### src/rtl/cla_sub_seq.sv
// Multi-cycle wide subtractor: computes a - b - bin one nibble per cycle through a 4-bit lookahead slice.
// Optional macro SUB_OVF_FLAG_EN adds the signed-overflow output o_ovf.
module cla_sub_seq #(
    parameter int WIDTH = 16
) (
    input  logic             i_clk,
    input  logic             i_rst_n,
    input  logic             i_in_valid,
    output logic             o_in_ready,
    input  logic [WIDTH-1:0] i_a,
    input  logic [WIDTH-1:0] i_b,
    input  logic             i_bin,
    output logic             o_out_valid,
    input  logic             i_out_ready,
    output logic [WIDTH-1:0] o_diff,
    output logic             o_bout,
    output logic             o_zero
`ifdef SUB_OVF_FLAG_EN
    ,
    output logic             o_ovf
`endif
);

    localparam int NIB = WIDTH / 4;
    localparam int KW  = (NIB > 1) ? $clog2(NIB) : 1;

    localparam logic [1:0] S_IDLE = 2'd0;
    localparam logic [1:0] S_RUN  = 2'd1;
    localparam logic [1:0] S_DONE = 2'd2;

    logic [1:0]       r_state;
    logic [KW-1:0]    r_k;
    logic [WIDTH-1:0] r_a;
    logic [WIDTH-1:0] r_nb;
    logic             r_carry;
    logic [WIDTH-1:0] r_diff;
    logic             r_bout;
    logic             r_zero;
    logic             r_ovf;

    logic [3:0]       w_a_nib;
    logic [3:0]       w_nb_nib;
    logic [3:0]       w_p;
    logic [3:0]       w_g;
    logic [4:0]       w_c;
    logic [3:0]       w_sum;
    logic [WIDTH-1:0] w_diff_next;
    logic             w_last;

    // Select the active nibble and merge the slice result into the partial difference.
    always_comb begin
        w_a_nib     = '0;
        w_nb_nib    = '0;
        w_diff_next = r_diff;
        for (int n = 0; n < NIB; n++) begin
            if (r_k == KW'(n)) begin
                w_a_nib  = r_a[4*n +: 4];
                w_nb_nib = r_nb[4*n +: 4];
            end
        end

        w_p = w_a_nib ^ w_nb_nib;
        w_g = w_a_nib & w_nb_nib;

        // Carries expanded from c0 only, so no ripple between bit positions.
        w_c[0] = r_carry;
        w_c[1] = w_g[0] | (w_p[0] & w_c[0]);
        w_c[2] = w_g[1] | (w_p[1] & w_g[0]) | (w_p[1] & w_p[0] & w_c[0]);
        w_c[3] = w_g[2] | (w_p[2] & w_g[1]) | (w_p[2] & w_p[1] & w_g[0])
               | (w_p[2] & w_p[1] & w_p[0] & w_c[0]);
        w_c[4] = w_g[3] | (w_p[3] & w_g[2]) | (w_p[3] & w_p[2] & w_g[1])
               | (w_p[3] & w_p[2] & w_p[1] & w_g[0])
               | (w_p[3] & w_p[2] & w_p[1] & w_p[0] & w_c[0]);

        w_sum = w_p ^ w_c[3:0];

        for (int n = 0; n < NIB; n++) begin
            if (r_k == KW'(n)) begin
                w_diff_next[4*n +: 4] = w_sum;
            end
        end

        w_last = (r_k == KW'(NIB - 1));
    end

    always_ff @(posedge i_clk or negedge i_rst_n) begin
        if (!i_rst_n) begin
            r_state <= S_IDLE;
            r_k     <= '0;
            r_a     <= '0;
            r_nb    <= '0;
            r_carry <= 1'b0;
            r_diff  <= '0;
            r_bout  <= 1'b0;
            r_zero  <= 1'b0;
            r_ovf   <= 1'b0;
        end else begin
            case (r_state)
                S_IDLE: begin
                    if (i_in_valid) begin
                        r_a     <= i_a;
                        r_nb    <= ~i_b;
                        r_carry <= ~i_bin;
                        r_k     <= '0;
                        r_state <= S_RUN;
                    end
                end
                S_RUN: begin
                    r_diff  <= w_diff_next;
                    r_carry <= w_c[4];
                    r_k     <= r_k + 1'b1;
                    if (w_last) begin
                        // Subtraction carry-out is the inverse of the borrow.
                        r_bout  <= ~w_c[4];
                        r_zero  <= (w_diff_next == '0);
                        r_ovf   <= w_c[3] ^ w_c[4];
                        r_state <= S_DONE;
                    end
                end
                S_DONE: begin
                    if (i_out_ready) begin
                        r_state <= S_IDLE;
                    end
                end
                default: r_state <= S_IDLE;
            endcase
        end
    end

    assign o_in_ready  = (r_state == S_IDLE);
    assign o_out_valid = (r_state == S_DONE);
    assign o_diff      = r_diff;
    assign o_bout      = r_bout;
    assign o_zero      = r_zero;

`ifdef SUB_OVF_FLAG_EN
    assign o_ovf = r_ovf;
`else
    logic w_ovf_unused;
    assign w_ovf_unused = r_ovf;
`endif

endmodule
### config.mk
export PLATFORM = sky130hd
export DESIGN_NAME = cla_sub_seq
export DESIGN_NICKNAME = d
export VERILOG_FILES = /design/src/rtl/cla_sub_seq.sv
export SDC_FILE = /design/constraint.sdc
export NUM_CORES = 1
export LEC_CHECK = 0
export ABC_AREA = 1
export CELL_PAD_IN_SITES_DETAIL_PLACEMENT = 0
export CELL_PAD_IN_SITES_GLOBAL_PLACEMENT = 1
export CORE_UTILIZATION = 41
export DETAILED_ROUTE_END_ITERATION = 6
export PLACE_DENSITY_LB_ADDON = 0.25
export SETUP_SLACK_MARGIN = 0.3
export SYNTH_ARGS = -nofsm -noshare
export SYNTH_HDL_FRONTEND = slang
export SYNTH_SLANG_ARGS = --single-unit
### constraint.sdc
create_clock -name i_clk -period 3.7 [get_ports i_clk]
set_input_delay 0.74 -clock i_clk [delete_from_list [all_inputs] [get_ports i_clk]]
set_output_delay 0.74 -clock i_clk [all_outputs]
set_load 0.05 [all_outputs]
==> impl_metrics.xml <==
<?xml version="1.0" encoding="UTF-8"?>
<metrics>
  <group name="global_route">
    <metric name="first_global_vias" unit="">2189</metric>
    <metric name="grt_antenna_before_repair" unit="">0</metric>
    <metric name="globalRouteTotalUtil" unit="">0.190</metric>
    <metric name="globalRouteOverflowTotal" unit="">0</metric>
    <metric name="grt_first_pass_wirelength" unit="um">10600</metric>
    <metric name="maximum_number_of_pins_on_one_net_before_global_route_repair" unit="">53</metric>
  </group>
  <group name="sta">
    <metric name="hold_violations" unit="">0</metric>
    <metric name="final_critical_path_setup_slack" unit="ns">0.898</metric>
    <metric name="maxSlewHeadroom" unit="">0.397</metric>
    <metric name="worst_pin_slew" unit="ns">0.902</metric>
    <metric name="max_freq" unit="MHz">357</metric>
    <metric name="final-setup-viol-count" unit="">0</metric>
    <metric name="unrepaired_setup_endpoints_after_global_routing" unit="">no</metric>
    <metric name="finalMaxSlewViolations" unit="">0</metric>
    <metric name="final.setup_skew" unit="ns">0.00951</metric>
    <metric name="finalCriticalPeriod" unit="ns">2.80</metric>
    <metric name="min_period_over_period" unit="">0.757</metric>
    <metric name="finalSetupTns" unit="ns">0</metric>
  </group>
  <group name="clock_network">
    <metric name="cts-buffers-inserted" unit="">5</metric>
    <metric name="cts.clk_slew.worst_paths" unit="ns">0.10</metric>
    <metric name="htreeDepth" unit="">2</metric>
    <metric name="clock_tree_from_tritoncts" unit="">yes</metric>
    <metric name="cts_repair_resize_count" unit="">0</metric>
    <metric name="hold_bufs_at_cts" unit="">0</metric>
    <metric name="cts_num_sinks" unit="">55</metric>
    <metric name="clock_insertion_delay_worst_skew" unit="ns">0.30</metric>
    <metric name="postCtsSetupBuffers" unit="">0</metric>
    <metric name="cts_max_path_buffers" unit="">2</metric>
    <metric name="cts_root_buf" unit="">sky130_fd_sc_hd__clkbuf_8</metric>
  </group>
  <group name="outcome">
    <metric name="failed_checks" unit="">DRC</metric>
    <metric name="status" unit="">complete, but fails checks</metric>
  </group>
  <group name="drt">
    <metric name="drt_pre_antenna_iters" unit="">6</metric>
    <metric name="via_count" unit="">2245</metric>
    <metric name="avgViaCountPerCell" unit="">5.01</metric>
    <metric name="remaining_drc_errors" unit="">2</metric>
    <metric name="ant_nets" unit="">0</metric>
    <metric name="post_drt_wl_per_cell" unit="um">14.0</metric>
    <metric name="first_iter_violations" unit="">103</metric>
    <metric name="routed_wirelength" unit="um">6250</metric>
  </group>
  <group name="synthesis">
    <metric name="synth_top_cells_by_count" unit="">sky130_fd_sc_hd__nand2_1, sky130_fd_sc_hd__dfrtp_1, sky130_fd_sc_hd__o21ai_0</metric>
    <metric name="synthTopCellsByArea" unit="">sky130_fd_sc_hd__dfrtp_1, sky130_fd_sc_hd__nand2_1, sky130_fd_sc_hd__mux2_2, sky130_fd_sc_hd__o21ai_0, sky130_fd_sc_hd__nand3_1</metric>
    <metric name="yosys_register_bits" unit="">55</metric>
    <metric name="post_synthesis_instance_area" unit="um^2">2760</metric>
    <metric name="number_of_synthesized_flops_with_an_enable_pin" unit="">0</metric>
    <metric name="yosys.cell_types.count" unit="">28</metric>
    <metric name="synth_fp_nets" unit="">363</metric>
    <metric name="asyncSetResetFlopFracSynth" unit="">1.00</metric>
    <metric name="ys_dominant_reg_cell" unit="">sky130_fd_sc_hd__dfrtp_1</metric>
    <metric name="syn-instance-count" unit="">317</metric>
    <metric name="post_synthesis_sequential_area_ratio" unit="">0.499</metric>
    <metric name="ys_warnings" unit="">0</metric>
    <metric name="syn_avg_cell_area" unit="um^2">8.70</metric>
    <metric name="synth_top_cell_area_share" unit="">0.499</metric>
    <metric name="largest_area_contributor_in_the_synthesized_netlist" unit="">sky130_fd_sc_hd__dfrtp_1</metric>
    <metric name="most_frequent_cell_after_synthesis" unit="">sky130_fd_sc_hd__nand2_1</metric>
  </group>
  <group name="hold_path">
    <metric name="worstHoldPathType" unit="">flip-flop to flip-flop</metric>
  </group>
  <group name="floorplanning">
    <metric name="total_die_area" unit="um^2">7060</metric>
    <metric name="effective_utilization_at_floorplan" unit="">0.430</metric>
    <metric name="std_cell_rows" unit="">29</metric>
    <metric name="die_h" unit="um">84.0</metric>
    <metric name="design.portCount" unit="">57</metric>
    <metric name="design.core.area" unit="um^2">6420</metric>
    <metric name="floorplan.die.width" unit="um">84.0</metric>
  </group>
  <group name="finish">
    <metric name="diodes" unit="">0</metric>
    <metric name="area.growth.synth_to_final" unit="%">25.6</metric>
    <metric name="number_of_fillers_in_the_final_layout" unit="">618</metric>
    <metric name="fin_nets" unit="">417</metric>
    <metric name="layout_cells_sized_above_1" unit="">0.116</metric>
    <metric name="multi_input_area" unit="um^2">1240</metric>
    <metric name="ff_latch_area" unit="um^2">1380</metric>
  </group>
  <group name="setup_path">
    <metric name="setup.reg_to_reg.worst_slack" unit="ns">0.90</metric>
    <metric name="critPathArrivalTime" unit="ns">2.95</metric>
    <metric name="criticalPathCategory" unit="">flip-flop to flip-flop</metric>
    <metric name="timing.rr.end" unit="">r_carry$_DFFE_PN0P_</metric>
    <metric name="cp-end-kind" unit="">flip-flop</metric>
    <metric name="crit_fanout" unit="">11</metric>
    <metric name="required" unit="ns">3.85</metric>
    <metric name="r2r.worst_path.cells" unit="">13</metric>
    <metric name="reg2reg_from" unit="">r_k[0]$_DFFE_PN0P_</metric>
    <metric name="crit_path_start_kind" unit="">flip-flop</metric>
    <metric name="worstSetupStartpoint" unit="">r_k[0]$_DFFE_PN0P_</metric>
    <metric name="critical_path.endpoint" unit="">r_carry$_DFFE_PN0P_</metric>
  </group>
  <group name="run">
    <metric name="drv_cap" unit="">0</metric>
  </group>
  <group name="place">
    <metric name="post_place_setup_slack" unit="ns">0.892</metric>
    <metric name="place_hpwl" unit="um">4640</metric>
    <metric name="port_buffers" unit="">56</metric>
    <metric name="place_congestion" unit="">0.869</metric>
  </group>
</metrics>
-- area by class of cell --
class                   count  area share
flip-flops and latches     55       0.397
multi-input cells         228       0.358
repair buffers             60       0.169
well taps                  77      0.0278
clock buffers               6      0.0238
inverters                  21      0.0228
clock inverters             1     0.00144
-- placed cells by master, fill, tap and decap left out, drive strengths merged, types with 2 or more instances in the layout --
cell	count
ha	8
nor2	25
o21ai	34
clkbuf	6
clkdlybuf4s50	55
a21oi	17
buf	5
a22oi	2
mux2	15
nand2	84
nand3	27
dfrtp	55
or2	6
inv	21
a31oi	5
-- worst min-delay path by stage --
stage / start / end / slack, ns / depth (start not counted)
finish: o_diff[13]$_DFFE_PN0P_ / o_diff[13]$_DFFE_PN0P_ / 0.48 / 2
global route: r_nb[11]$_DFFE_PN0P_ / r_nb[11]$_DFFE_PN0P_ / 0.51 / 2
CTS: o_diff[13]$_DFFE_PN0P_ / o_diff[13]$_DFFE_PN0P_ / 0.49 / 2
detailed placement: o_diff[13]$_DFFE_PN0P_ / o_diff[13]$_DFFE_PN0P_ / 0.47 / 2
global placement: o_diff[13]$_DFFE_PN0P_ / o_diff[13]$_DFFE_PN0P_ / 0.46 / 2
floorplan: i_rst_n / o_bout$_DFFE_PN0P_ / 0.44 / 0
-- flip-flops by register name, summed over array words and instances (netlist names) --
| name | count |
|---|---|
| r_k | 2 |
| r_carry | 1 |
| r_nb | 16 |
| o_zero | 1 |
| o_bout | 1 |
| r_a | 16 |
| r_state | 2 |
| o_diff | 16 |
-- routing by layer --
| layer | share of wire | GRT usage | vias to the layer above |
|---|---|---|---|
| li1 | - | - | 1151 |
| met1 | 0.48 | 0.260 | 1024 |
| met2 | 0.46 | 0.299 | 59 |
| met3 | 0.041 | 0.0356 | 11 |
| met4 | 0.020 | 0.0721 | 0 |
| met5 | 0 | 0 | - |
-- through the flow --
step | util | hold slack, ns | area (um^2) | cells
4_1_cts | 0.539 | 0.489 | 3460 | 448
3_3_place_gp | 0.526 | 0.458 | 3380 | 441
3_5_place_dp | 0.526 | 0.468 | 3380 | 441
6_report | 0.539 | 0.484 | 3460 | 448
5_1_grt | 0.539 | 0.513 | 3460 | 448
2_1_floorplan | - | 0.444 | 2760 | 317
-- cells by family (layout without fill, tap and decap cells) --
logic type	count (synthesis)	after routing	share of synthesized area
AO/OA/AOI/OAI	61	61	0.118
adder cells (fa/ha/maj)	9	9	0.0435
buffers and inverters	34	88	0.0517
flip-flops	55	55	0.499
multiplexers	15	15	0.0612
AND/OR/NAND/NOR	143	143	0.227
-- critical path, stage by stage, from the launching register on --
cell                       delay (ns)
sky130_fd_sc_hd__dfrtp_1         0.41
sky130_fd_sc_hd__inv_1           0.11
sky130_fd_sc_hd__ha_1            0.44
sky130_fd_sc_hd__inv_2           0.16
sky130_fd_sc_hd__o21ai_0         0.22
sky130_fd_sc_hd__a21oi_1         0.09
sky130_fd_sc_hd__ha_1            0.34
sky130_fd_sc_hd__or2_0           0.26
sky130_fd_sc_hd__nand2_2         0.10
sky130_fd_sc_hd__nand2_1         0.07
sky130_fd_sc_hd__nand2_2         0.12
sky130_fd_sc_hd__nand2_1         0.12
sky130_fd_sc_hd__nand2_1         0.08
sky130_fd_sc_hd__o221ai_1        0.11
Power is not shown: default switching activity piles up to over one toggle a cycle in this logic, so the estimate is an artifact.
